### config.mk
export PLATFORM = sky130hd
export DESIGN_NAME = text_sequencer
export DESIGN_NICKNAME = d
export VERILOG_FILES = /design/src/rtl/text_sequencer_pkg.sv /design/src/rtl/text_sequencer_frame_timer.sv /design/src/rtl/text_sequencer.sv
export SDC_FILE = /design/constraint.sdc
export NUM_CORES = 1
export LEC_CHECK = 0
export CAP_MARGIN = 20
export CORE_MARGIN = 2
export CORE_UTILIZATION = 44
export DETAILED_ROUTE_END_ITERATION = 7
export DONT_BUFFER_PORTS = 1
export MAX_ROUTING_LAYER = met4
export PLACE_DENSITY = 0.71
export SLEW_MARGIN = 10
export SYNTH_ARGS = -nofsm -noshare
export SYNTH_HDL_FRONTEND = slang
export SYNTH_HIERARCHICAL = 1
export SYNTH_SLANG_ARGS = --single-unit
### constraint.sdc
create_clock -name clk -period 3.17 [get_ports clk]
set_input_delay 0.7925 -clock clk [delete_from_list [all_inputs] [get_ports clk]]
set_output_delay 0.7925 -clock clk [all_outputs]
set_load 0.05 [all_outputs]
### src/rtl/text_sequencer_pkg.sv
// Shared definitions for the text sequencer: letter encoding, message ROM and
// sequencer state type.
package text_defs;

    localparam logic [3:0] LETTER_BLANK = 4'hF;

    // Letter encoding shared with the letter renderer.
    localparam logic [3:0] LETTER_A = 4'h0;
    localparam logic [3:0] LETTER_D = 4'h1;
    localparam logic [3:0] LETTER_E = 4'h2;
    localparam logic [3:0] LETTER_G = 4'h3;
    localparam logic [3:0] LETTER_M = 4'h4;
    localparam logic [3:0] LETTER_O = 4'h5;
    localparam logic [3:0] LETTER_R = 4'h6;
    localparam logic [3:0] LETTER_V = 4'h7;
    localparam logic [3:0] LETTER_Y = 4'h8;

    localparam int NUM_MSGS  = 4;
    localparam int MSG_SLOTS = 8;

    typedef enum logic [1:0] {
        IDLE   = 2'd0,
        REVEAL = 2'd1,
        HOLD   = 2'd2,
        FINISH = 2'd3
    } seq_state_t;

    // Message 0 is intentionally empty so a freshly reset sequencer shows blanks.
    localparam logic [3:0] MSG_LEN [NUM_MSGS] = '{4'd0, 4'd2, 4'd5, 4'd8};

    localparam logic [3:0] MSG_ROM [NUM_MSGS][MSG_SLOTS] = '{
        '{LETTER_BLANK, LETTER_BLANK, LETTER_BLANK, LETTER_BLANK,
          LETTER_BLANK, LETTER_BLANK, LETTER_BLANK, LETTER_BLANK},
        '{LETTER_G, LETTER_O, LETTER_BLANK, LETTER_BLANK,
          LETTER_BLANK, LETTER_BLANK, LETTER_BLANK, LETTER_BLANK},
        '{LETTER_R, LETTER_E, LETTER_A, LETTER_D,
          LETTER_Y, LETTER_BLANK, LETTER_BLANK, LETTER_BLANK},
        '{LETTER_G, LETTER_A, LETTER_M, LETTER_E,
          LETTER_O, LETTER_V, LETTER_E, LETTER_R}
    };

    function automatic logic [7:0] frames_to_term(input int frames);
        return 8'(frames - 1);
    endfunction

endpackage

### src/rtl/text_sequencer_frame_timer.sv
// Frame-pulse counter with a runtime terminal value; pulses terminal on the
// tick that matches it and wraps to zero. Synchronous clear wins over tick.
module frame_timer (
    input  logic       clk,
    input  logic       reset,
    input  logic       clear,
    input  logic       tick,
    input  logic [7:0] term,
    output logic       terminal
);

    logic [7:0] count_q;
    logic [7:0] count_d;

    always_comb begin
        terminal = tick && !clear && (count_q == term);
        count_d  = count_q;
        if (clear) begin
            count_d = '0;
        end else if (tick) begin
            count_d = terminal ? 8'd0 : count_q + 8'd1;
        end
    end

    always_ff @(posedge clk) begin
        if (reset) begin
            count_q <= '0;
        end else begin
            count_q <= count_d;
        end
    end

endmodule

### src/rtl/text_sequencer.sv
// Sequences a ROM message onto the letter renderer: frame-paced reveal, hold
// with optional blink, then a one-cycle done pulse.
//   state  | meaning
//   IDLE   | ready for a request, nothing shown
//   REVEAL | one more letter every REVEAL_FRAMES frame pulses
//   HOLD   | whole message up for HOLD_FRAMES pulses, blinking if enabled
//   FINISH | single cycle, done asserted
module text_sequencer
    import text_defs::*;
#(
    parameter int MAX_LETTERS   = 8,
    parameter int REVEAL_FRAMES = 6,
    parameter int HOLD_FRAMES   = 120,
    parameter int BLINK_FRAMES  = 15
) (
    input  logic       clk,
    input  logic       reset,
    input  logic       startOfFrame,
    input  logic       msgValid,
    input  logic [1:0] msgId,
    output logic       msgReady,
    input  logic       clearReq,
    input  logic [2:0] slotIndex,
    output logic [3:0] letterCode,
    output logic       slotVisible,
    output logic       busy,
    output logic       done
);

    localparam logic [7:0] REVEAL_TERM = frames_to_term(REVEAL_FRAMES);
    localparam logic [7:0] HOLD_TERM   = frames_to_term(HOLD_FRAMES);
    localparam logic [7:0] BLINK_TERM  = frames_to_term(BLINK_FRAMES);
    localparam logic       BLINK_EN    = (BLINK_FRAMES != 0);
    localparam logic [3:0] SLOT_LIMIT  = 4'(MAX_LETTERS);

    seq_state_t state_q, state_d;
    logic [1:0] latched_id_q, latched_id_d;
    logic [3:0] reveal_count_q, reveal_count_d;
    logic       blink_on_q, blink_on_d;
    logic       msg_ready_q, msg_ready_d;
    logic       busy_q, busy_d;
    logic       done_q, done_d;

    logic       accept;
    logic       timing_active;
    logic       frame_clear, frame_tick, frame_tc;
    logic [7:0] frame_term;
    logic       blink_clear, blink_tick, blink_tc;
    logic [3:0] next_reveal;
    logic [3:0] slot_ext;
    logic       slot_in_msg;

    assign accept        = msgValid && msg_ready_q && !clearReq;
    assign timing_active = (state_q == REVEAL) || (state_q == HOLD);

    // One timer serves both REVEAL and HOLD; it wraps to zero on the reveal
    // terminal, so HOLD always starts from a fresh count.
    assign frame_clear = clearReq || !timing_active;
    assign frame_tick  = startOfFrame && timing_active;
    assign frame_term  = (state_q == REVEAL) ? REVEAL_TERM : HOLD_TERM;

    frame_timer u_frame_timer (
        .clk      (clk),
        .reset    (reset),
        .clear    (frame_clear),
        .tick     (frame_tick),
        .term     (frame_term),
        .terminal (frame_tc)
    );

    assign blink_clear = clearReq || (state_q != HOLD);
    assign blink_tick  = startOfFrame && (state_q == HOLD) && BLINK_EN;

    frame_timer u_blink_timer (
        .clk      (clk),
        .reset    (reset),
        .clear    (blink_clear),
        .tick     (blink_tick),
        .term     (BLINK_TERM),
        .terminal (blink_tc)
    );

    assign next_reveal = reveal_count_q + 4'd1;

    always_comb begin
        state_d        = state_q;
        latched_id_d   = latched_id_q;
        reveal_count_d = reveal_count_q;
        blink_on_d     = blink_on_q;

        if (clearReq) begin
            state_d        = IDLE;
            reveal_count_d = '0;
            blink_on_d     = 1'b1;
        end else begin
            case (state_q)
                IDLE: begin
                    if (accept) begin
                        latched_id_d   = msgId;
                        reveal_count_d = '0;
                        blink_on_d     = 1'b1;
                        state_d        = (MSG_LEN[msgId] == 4'd0) ? FINISH : REVEAL;
                    end
                end
                REVEAL: begin
                    if (frame_tc) begin
                        reveal_count_d = next_reveal;
                        if (next_reveal == MSG_LEN[latched_id_q]) begin
                            state_d    = HOLD;
                            blink_on_d = 1'b1;
                        end
                    end
                end
                HOLD: begin
                    if (blink_tc) begin
                        blink_on_d = !blink_on_q;
                    end
                    if (frame_tc) begin
                        state_d = FINISH;
                    end
                end
                FINISH: begin
                    state_d        = IDLE;
                    reveal_count_d = '0;
                    blink_on_d     = 1'b1;
                end
                default: begin
                    state_d = IDLE;
                end
            endcase
        end

        msg_ready_d = (state_d == IDLE);
        busy_d      = (state_d != IDLE);
        done_d      = (state_d == FINISH);
    end

    always_ff @(posedge clk) begin
        if (reset) begin
            state_q        <= IDLE;
            latched_id_q   <= '0;
            reveal_count_q <= '0;
            blink_on_q     <= 1'b1;
            msg_ready_q    <= 1'b1;
            busy_q         <= 1'b0;
            done_q         <= 1'b0;
        end else begin
            state_q        <= state_d;
            latched_id_q   <= latched_id_d;
            reveal_count_q <= reveal_count_d;
            blink_on_q     <= blink_on_d;
            msg_ready_q    <= msg_ready_d;
            busy_q         <= busy_d;
            done_q         <= done_d;
        end
    end

    // Pixel path: combinational from registered state so the renderer sees
    // the slot answer in the same cycle it presents slotIndex.
    assign slot_ext    = {1'b0, slotIndex};
    assign slot_in_msg = (slot_ext < MSG_LEN[latched_id_q]) && (slot_ext < SLOT_LIMIT);

    assign letterCode  = slot_in_msg ? MSG_ROM[latched_id_q][slotIndex] : LETTER_BLANK;
    assign slotVisible = timing_active && (slot_ext < reveal_count_q) &&
                         (slot_ext < SLOT_LIMIT) && blink_on_q;

    assign msgReady = msg_ready_q;
    assign busy     = busy_q;
    assign done     = done_q;

endmodule
==> results of run 1 <==
[cells in the mapped netlist (2+ instances only)]
| master | number | area, µm² |
|---|---|---|
| nor3_4 | 2 | 32.53 |
| and2_1 | 3 | 18.77 |
| nand2b_1 | 7 | 43.79 |
| nand4_1 | 6 | 37.54 |
| clkbuf_1 | 2 | 7.510 |
| a21oi_1 | 9 | 45.04 |
| clkbuf_2 | 2 | 10.01 |
| nor4_1 | 14 | 87.58 |
| nand4_2 | 3 | 37.54 |
| nor2b_1 | 4 | 25.02 |
| buf_1 | 2 | 7.510 |
| nand2_1 | 21 | 78.83 |
| ha_1 | 12 | 150.1 |
| nor4_2 | 2 | 25.02 |
| xnor2_1 | 25 | 219.0 |
| o21ai_0 | 5 | 25.02 |
| nor3_2 | 2 | 20.02 |
| a31oi_1 | 2 | 12.51 |
| nand3_1 | 7 | 35.03 |
| xor2_1 | 9 | 78.83 |
| nand3b_1 | 2 | 15.01 |
| mux2i_1 | 2 | 20.02 |
| o21a_1 | 2 | 15.01 |
| nor3b_1 | 2 | 15.01 |
| inv_1 | 7 | 26.28 |
| a21o_1 | 2 | 15.01 |
| dfxtp_1 | 28 | 560.5 |
| nor3_1 | 3 | 15.01 |
| conb_1 | 2 | 7.510 |
| buf_2 | 4 | 20.02 |
| nor2_1 | 12 | 45.04 |
[state kept, by name (all words and copies together) (netlist names)]
signal                 count
latched_id_q               2
state_q                    2
busy                       1
reveal_count_q             4
done                       1
msgReady                   1
blink_on_q                 1
u_blink_timer/count_q      8
u_frame_timer/count_q      8
[power groups by stage]
stage / sequential, W / combinational, W / clock, W
6_report: 0.000386 / 0.000157 / 0.000225
5_1_grt: 0.000388 / 0.000176 / 0.000244
4_1_cts: 0.000386 / 0.000157 / 0.000227
3_5_place_dp: 0.000394 / 0.000157 / 0
3_3_place_gp: 0.000394 / 0.000155 / 0
2_1_floorplan: 0.000390 / 0.000145 / 0
[layer usage]
layer	vias to the layer above	track usage	wire, µm
li1	833	-	-
met1	775	0.2158	1971
met2	29	0.2793	1777
met3	7	0.02083	111
met4	0	0.05967	64
met5	-	-	0
[how the worst min path moves through the flow]
stage / to / cells past startpoint / slack (ps) / from
after floorplan: reveal_count_q[3]$_SDFFE_PP0P_ / 2 / 450 / reveal_count_q[3]$_SDFFE_PP0P_
after global placement: reveal_count_q[3]$_SDFFE_PP0P_ / 2 / 480 / reveal_count_q[3]$_SDFFE_PP0P_
after detailed placement: reveal_count_q[3]$_SDFFE_PP0P_ / 2 / 490 / reveal_count_q[3]$_SDFFE_PP0P_
after CTS: reveal_count_q[3]$_SDFFE_PP0P_ / 2 / 500 / reveal_count_q[3]$_SDFFE_PP0P_
after global routing: reveal_count_q[2]$_SDFFE_PP0P_ / 2 / 540 / reveal_count_q[2]$_SDFFE_PP0P_
final: reveal_count_q[3]$_SDFFE_PP0P_ / 2 / 490 / reveal_count_q[3]$_SDFFE_PP0P_
[stage by stage]
stage               total power (W)  cells    util  worst slack [ps]
CTS                       0.0007699    293  0.4947             245.1
finish                    0.0007679    293  0.4947             257.9
detailed placement        0.0005505    289  0.4823             255.6
global route              0.0008076    293  0.4947             71.95
global placement          0.0005490    289  0.4823             273.9
floorplan                 0.0005350    243       -             152.0
[layout make-up]
| type | instances | area [µm²] |
|---|---|---|
| Clock buffer | 4 | 55.05 |
| Sequential cell | 28 | 560.5 |
| Tap cell | 52 | 65.06 |
| Inverter | 7 | 26.28 |
| Multi-Input combinational cell | 195 | 1439 |
| Timing Repair Buffer | 7 | 52.55 |
| Fill cell | 432 | 2246 |
[critical path, stage by stage]
cell	delay, ps
or3b_1	330
a21o_1	200
a211oi_2	320
nand4b_1	120
and3_1	360
[kinds of logic after synthesis]
kind of cell	Yosys count	synth area share
simple gates	98	0.2975
xor+xnor	35	0.1554
compound gates	33	0.1214
flops	28	0.2720
buf+inv	20	0.05161
fa+ha+maj	13	0.07772
mux	4	0.02064
other cells	2	0.003644
==> metrics.cfg, run 1 <==
[outcome]
outcome=finished clean

[placed_design]
hpwl_mm=2.993
port_buffers=0
placed_area_mm2=0.002143
finalWeightedCongestion=0.8904

[synthesis]
synth-seq-cells=28
ys_warn_count=6
synth_edf_count=0
syn_area_mm2=0.002061
synth-async-reset-ratio=0
syn_area_per_cell_um2=8.844
yosysSeqAreaShare=0.2720
synth_cells=233
synth-main-ff-cell=dfxtp_1
yosys.cell_types.count=59

[setup_path]
crit_required_ps=2380
cp-startpoint=slotIndex[0]
crit_path_start_kind=input port
worstRegToRegCells=10
rr_startpoint=state_q[1]$_SDFF_PP0_
end_kind=primary output
setup.worst_path.end=letterCode[1]
rrSetupSlack_ps=450
worstPathArrival_ps=2120
criticalPathCategory=in2out
reg2reg_to=reveal_count_q[3]$_SDFFE_PP0P_
crit_fanout=9

[power_and_ir_drop]
sw_frac_of_total=0.2954
p_seq_frac=0.502
ir_drop_mv=0.3101
power.switching_w=0.0002268
p_clk_frac=0.293
p_int_w=0.0005411
power.static_leakage_nw=0.7839
pwr-share-comb=0.205
p_per_area_mw_per_mm2=349.3

[die]
die_h_um=72.44
rows=24
die_w_um=72.44
coreArea_mm2=0.004444
die_area_mm2=0.005247
initial_core_util=0.4637
pin_count=18

[final_layout]
final_area_mm2=0.002198
antenna_cells=0
final_cell_mix=28 x dfxtp_1, 25 x xnor2_1, 21 x nand2_1
final_common_cell=dfxtp_1
finish.net_count=264
drive_above_1_share=0.1245
area_growth_pct=6.679

[drt]
drt_iter0_drc=50
dr.pass1.iters=5
wl_per_cell_um=13.40
vias=1644
vias_per_cell=5.611
totalWireLength_mm=3.925
drc=0
ant_nets=0

[sta]
post-route-min-period_ps=2912
max_clock_freq_mhz=343.4
whs_ps=494.4
hold_violations=0
drv_slew=0
fin_skew_ps=4.811
slew_headroom=0.6074
fin_crit_sh=0.9186
tightest_slew_ps=588.0
setup_viol=0
setup_tns_ps=0
rsz0062_at_grt=no

[clock_network]
cts_tree=yes
cts_max_path_buffers=2
cts_max_level=1
numCtsBuffers=3
ctsHoldBuffers=0
cts_setup_buffers=0
insertion_delay_ps=280
cts_root_buf=clkbuf_8
cts_resized=0
clkSlewWorstSetupHoldPaths_ps=100
cts.sinks=28

[job]
cap_violations=0

[global_routing]
grt_pass1_vias=1595
grt_use_total=0.1699
grt_max_degree=21
grt_pass1_wl_mm=7.044
antenna_found_initial=0
grt_remaining_overflow=0

[hold_path]
min_path_type=reg2reg

(Power assumes the default switching activity.)
==> run 2, diff against run 1 <==
Settings changed: CORE_MARGIN 2 to 5.
==> run 2 against run 1 <==
Compared with the run above:
- routed wire length about the same
- global-route usage decreased by 3.3 points
- sequential power about the same
- core utilization decreased by 0.48 points
- clock power decreased by 12%
- sequential share of layout area increased by 0.25 points
- largest cell class unchanged
- highest routed layer unchanged
==> metrics.cfg, run 2 (synthesis results as in run 1) <==
[outcome]
outcome=finished clean

[die]
rows=24  ; unchanged
die_w_um=78.44  ; +8.3%
pin_count=18  ; unchanged
coreArea_mm2=0.004444  ; unchanged
die_h_um=78.44  ; +8.3%
die_area_mm2=0.006152  ; +17%
initial_core_util=0.4637  ; unchanged

[sta]
setup_viol=0  ; unchanged
setup_tns_ps=0  ; unchanged
fin_skew_ps=2.407  ; -2.404 ps
fin_crit_sh=0.9256  ; +0.007010
drv_slew=0  ; unchanged
slew_headroom=0.6045  ; -0.002961
max_clock_freq_mhz=340.8  ; -0.76%
whs_ps=498.0  ; +3.610 ps
rsz0062_at_grt=no
tightest_slew_ps=592.5  ; +4.436 ps
hold_violations=0  ; unchanged
post-route-min-period_ps=2934  ; +22.22 ps

[job]
cap_violations=0  ; unchanged

[final_layout]
drive_above_1_share=0.1172  ; -0.007327
antenna_cells=0  ; unchanged
final_common_cell=dfxtp_1
final_cell_mix=28 x dfxtp_1, 25 x xnor2_1, 21 x nand2_1
finish.net_count=263  ; -0.38%
top_regs=u_blink_timer/count_q: 8 flops, u_frame_timer/count_q: 8 flops, reveal_count_q: 4 flops
area_growth_pct=5.647

[global_routing]
grt_pass1_vias=1519  ; -4.8%
grt_use_total=0.1372  ; -0.03271
grt_max_degree=21  ; unchanged
grt_pass1_wl_mm=6.893  ; -2.1%
grt_use_met3=0.02403  ; +0.003194
grt_util_met1=0.1751  ; -0.04063
antenna_found_initial=0  ; unchanged
met2_usage=0.2243  ; -0.05499
grt_remaining_overflow=0  ; unchanged
top_usage_layer=met2

[setup_path]
end_kind=primary output
crit_fanout=11  ; +2
crit_path_start_kind=register
crit_required_ps=2380  ; about the same
rrSetupSlack_ps=400  ; -50 ps
worstPathArrival_ps=2140  ; +20 ps
criticalPathCategory=reg2out

[drt]
drc=0  ; unchanged
ant_nets=0  ; unchanged
vias_per_cell=5.419  ; -3.4%
drt_iter0_drc=37  ; -26%
vias=1577  ; -4.1%
wl_per_cell_um=13.48  ; +0.61%
totalWireLength_mm=3.922  ; about the same
dr.pass1.iters=4  ; -1

[power_and_ir_drop]
p_int_w=0.0005139  ; -5.0%
ir_drop_mv=0.2175  ; -30%
power.static_leakage_nw=0.7725  ; -1.5%
sw_frac_of_total=0.3051  ; +0.009714
pwr-share-comb=0.210  ; +0.005
p_per_area_mw_per_mm2=339.7  ; -2.8%
p_seq_frac=0.523  ; +0.021
power.switching_w=0.0002256  ; -0.54%
design_power_total_w=0.0007395  ; -3.7%
p_clk_frac=0.267  ; -0.026

[clock_network]
cts_resized=0  ; unchanged
clkSlewWorstSetupHoldPaths_ps=100  ; about the same
cts_max_level=1  ; unchanged
ctsHoldBuffers=0  ; unchanged
insertion_delay_ps=270  ; about the same
cts.sinks=28  ; unchanged
cts_max_path_buffers=2  ; unchanged
cts_setup_buffers=0  ; unchanged
cts_tree=yes
numCtsBuffers=3  ; unchanged
cts_root_buf=clkbuf_8

[placed_design]
hpwl_mm=3.011  ; +0.60%
port_buffers=0  ; unchanged
finalWeightedCongestion=0.8254  ; -7.3%

[hold_path]
min_path_type=reg2reg

-- run 2: cell types whose count changed in the layout (fill, tap and decap cells not counted), sizes merged --
cell    change
buf         -1
clkbuf      -1
-- run 2: path summary, 6_finish.rpt --
path | startpoint | end | cells after the start
max | latched_id_q[0]$_SDFFE_PP0P_ | letterCode[1] | 6
min | reveal_count_q[3]$_SDFFE_PP0P_ | reveal_count_q[3]$_SDFFE_PP0P_ | 2
max reg2reg | state_q[1]$_SDFF_PP0_ | reveal_count_q[3]$_SDFFE_PP0P_ | 10
min reg2reg | reveal_count_q[3]$_SDFFE_PP0P_ | reveal_count_q[3]$_SDFFE_PP0P_ | 2
-- run 2: final cells by class --
class                      instances  area, µm²
sequential                        28      560.5
multi-input combinational        195       1439
inverter                           7      26.28
clock buffer                       3      41.29
tap                               52      65.06
timing repair buffer               6      45.04
fill                             428       2267
-- run 2: critical path: stages, from the launching register on --
cell,delay [ps]
dfxtp_1,530
nand2b_1,100
ha_1,270
a21o_1,180
a211oi_2,320
nand4b_1,120
and3_1,360
-- run 2: per-layer routing --
metal	share of wire	vias up	routed length, µm
met5	0	-	0
met4	0.011	0	45
met3	0.036	4	141
met2	0.45	20	1757
met1	0.50	721	1978
li1	-	832	-
-- run 2: power by group through the flow --
stage                     registers [W]  logic, W  clock network (W)
final                          0.000387  0.000155           0.000198
after global routing           0.000388  0.000176           0.000210
after CTS                      0.000387  0.000155           0.000201
after detailed placement       0.000395  0.000155                  0
after global placement         0.000395  0.000152                  0
after floorplan                0.000390  0.000145                  0
-- run 2: stage by stage --
step	util	setup WS (ps)	area, µm²	instances
final	0.4899	235.7	2177	291
after global routing	0.4899	30.73	2177	291
after CTS	0.4899	220.1	2177	291
after detailed placement	0.4806	247.5	2136	288
after global placement	0.4806	260.3	2136	288
after floorplan	-	152.0	2106	243
==> run 3, diff against run 2 <==
Settings changed: CELL_PAD_IN_SITES_DETAIL_PLACEMENT from default to 1, CELL_PAD_IN_SITES_GLOBAL_PLACEMENT from default to 2, CORE_UTILIZATION 44 to 39, GPL_TIMING_DRIVEN from default to 0, PLACE_DENSITY 0.71 to 0.76.
==> run 3 against run 2 <==
Compared with the run above:
- via count up 4.2%
- power up 16%
- routed wire length up 18%
- largest power group unchanged
- sequential power about the same
- cell area up 6.7%
- clock skew about the same
- critical endpoint is now letterCode[0]
- die area up 11%
- critical path type is now in2out
- first-iteration DRC count up 22%
==> metrics.cfg, run 3 (synthesis results as in run 1) <==
[global_routing]
grt_use_total=0.1551  ; +0.01791
grt_remaining_overflow=0  ; unchanged
antenna_found_initial=0  ; unchanged
grt_pass1_vias=1651  ; +8.7%
grt_max_degree=17  ; -19%
grt_pass1_wl_mm=7.886  ; +14%

[setup_path]
criticalPathCategory=in2out
crit_required_ps=2380  ; about the same
worstRegToRegCells=11  ; +1
worstPathArrival_ps=2310  ; +170 ps
worst_path_largest_cell_delay_ps=360  ; -170 ps
end_kind=primary output
path_delay_family=compound AO/OA/AOI/OAI gates
path_buf_inv=1  ; +1
crit_path_start_kind=input port
rr_startpoint=state_q[1]$_SDFF_PP0_
reg2reg_to=msgReady$_SDFF_PP1_
crit_fanout=9  ; -2
crit_chain=buf_2 -> or3b_1 -> a21o_1 -> a21oi_1 -> nor3b_1 -> o21ai_2
slowest_stage=or3b_1
rrSetupSlack_ps=370  ; -30 ps

[final_layout]
finish.net_count=273  ; +3.8%
top_regs=u_blink_timer/count_q: 8 flops, u_frame_timer/count_q: 8 flops, reveal_count_q: 4 flops
multi_input_area_mm2=0.001468  ; +2.0%
area_growth_pct=12.75
drive_above_1_share=0.1560  ; +0.03885
nFillCells=626  ; +46%
seqCellArea_um2=560.5  ; unchanged
final_common_cell=dfxtp_1
final_cell_mix=28 x dfxtp_1, 25 x xnor2_1, 21 x nand2_1
antenna_cells=0  ; unchanged

[hold_path]
min_path_type=reg2reg
worstHoldStart=reveal_count_q[3]$_SDFFE_PP0P_
whs_path_depth=2  ; unchanged
holdPathEnd=reveal_count_q[3]$_SDFFE_PP0P_

[die]
die_h_um=82.69  ; +5.4%
pin_count=18  ; unchanged
initial_core_util=0.4035  ; -0.06020
rows=26  ; +8.3%
die_w_um=82.69  ; +5.4%
coreArea_mm2=0.005107  ; +15%
die_area_mm2=0.006838  ; +11%

[sta]
hold_violations=0  ; unchanged
fin_crit_sh=0.9796  ; +0.05398
setup_viol=0  ; unchanged
rsz0062_at_grt=yes
max_clock_freq_mhz=322.0  ; -5.5%
slew_headroom=0.6062  ; +0.001679
fin_skew_ps=2.620  ; +0.2131 ps
drv_slew=0  ; unchanged
post-route-min-period_ps=3105  ; +171.1 ps
tightest_slew_ps=589.9  ; -2.515 ps
setup_tns_ps=0  ; unchanged
whs_ps=511.1  ; +13.07 ps

[clock_network]
cts_max_path_buffers=2  ; unchanged
numCtsBuffers=3  ; unchanged
insertion_delay_ps=280  ; about the same
cts_root_buf=clkbuf_8
cts.sinks=28  ; unchanged
clkSlewWorstSetupHoldPaths_ps=100  ; about the same
cts_tree=yes
cts_max_level=1  ; unchanged

[power_and_ir_drop]
ir_drop_mv=0.2216  ; +1.9%
power.static_leakage_nw=0.8251  ; +6.8%
p_per_area_mw_per_mm2=370.7  ; +9.1%

[drt]
wl_per_cell_um=14.41  ; +6.9%
dr.pass1.iters=4  ; unchanged
vias_per_cell=5.138  ; -5.2%
totalWireLength_mm=4.612  ; +18%
drt_iter0_drc=45  ; +22%
ant_nets=0  ; unchanged
vias=1644  ; +4.2%
drc=0  ; unchanged

[placed_design]
finalWeightedCongestion=0.7337  ; -11%
hpwl_mm=3.437  ; +14%
port_buffers=0  ; unchanged

[outcome]
outcome=finished clean

[job]
cap_violations=0  ; unchanged

[run 3: changes by cell type in the layout (fill, tap and decap cells not counted), moves of 2 or more]
cell / delta
buf_2: +3
buf_4: -3
clkbuf_2: +3
buf_1: +2
clkbuf_4: +2
[run 3: stage by stage]
stage	std cells	total power, W	setup WS, ps	util	cell area (µm²)
floorplan	243	0.0005350	152.0	-	2106
global placement	313	0.0005650	-37.66	0.4294	2193
detailed placement	313	0.0005663	-37.68	0.4294	2193
CTS	318	0.0008658	4.650	0.4498	2297
global route	320	0.0009095	-8.155	0.4549	2323
finish	320	0.0008613	64.59	0.4549	2323
[run 3: final cells by class]
type,instances,share of cell area
Timing Repair Buffer,3,0.009693
Multi-Input combinational cell,195,0.6317
Clock inverter,1,0.01292
Inverter,7,0.01131
Buffer,13,0.03770
Tap cell,70,0.03770
Clock buffer,3,0.01777
Sequential cell,28,0.2412
[run 3: worst min-delay path: stages (launching register included)]
cell and delay, ps:
dfxtp_1 350, nand2_1 70, a21oi_1 50
[run 3: worst max-delay path by stage]
| stage | from | slack, ps | depth (start not counted) | endpoint |
|---|---|---|---|---|
| 2_1_floorplan | slotIndex[2] | 150 | 6 | letterCode[2] |
| 4_1_cts | latched_id_q[0]$_SDFFE_PP0P_ | 5 | 8 | letterCode[3] |
| 6_report | slotIndex[0] | 60 | 6 | letterCode[0] |
| 3_5_place_dp | state_q[1]$_SDFF_PP0_ | -40 | 12 | reveal_count_q[3]$_SDFFE_PP0P_ |
| 3_3_place_gp | slotIndex[2] | -40 | 6 | letterCode[2] |
| 5_1_grt | latched_id_q[0]$_SDFFE_PP0P_ | -8 | 8 | letterCode[0] |
[run 3: metal layers]
metal	wire (µm)	share of wire	GRT usage
met2	2066	0.45	0.2396
met3	175	0.038	0.03145
met5	0	0	-
met1	2312	0.50	0.2072
met4	57	0.012	0.03922
[run 3: where the power goes]
part	switching (W)	leakage, nW	internal [W]
clock network	0.000121	0.0357	0.000169
registers	0.0000237	0.226	0.000360
logic	0.000105	0.563	0.0000821
total	0.000250	0.825	0.000612
[run 3: what timing repair did]
item                       in CTS  in global routing
hold endpoints to repair        0                  0
pin swaps                       1                  2
hold buffers                    0                  0
buffers inserted                1                  2
setup endpoints to repair       5                  5
gates resized for setup         5                  7
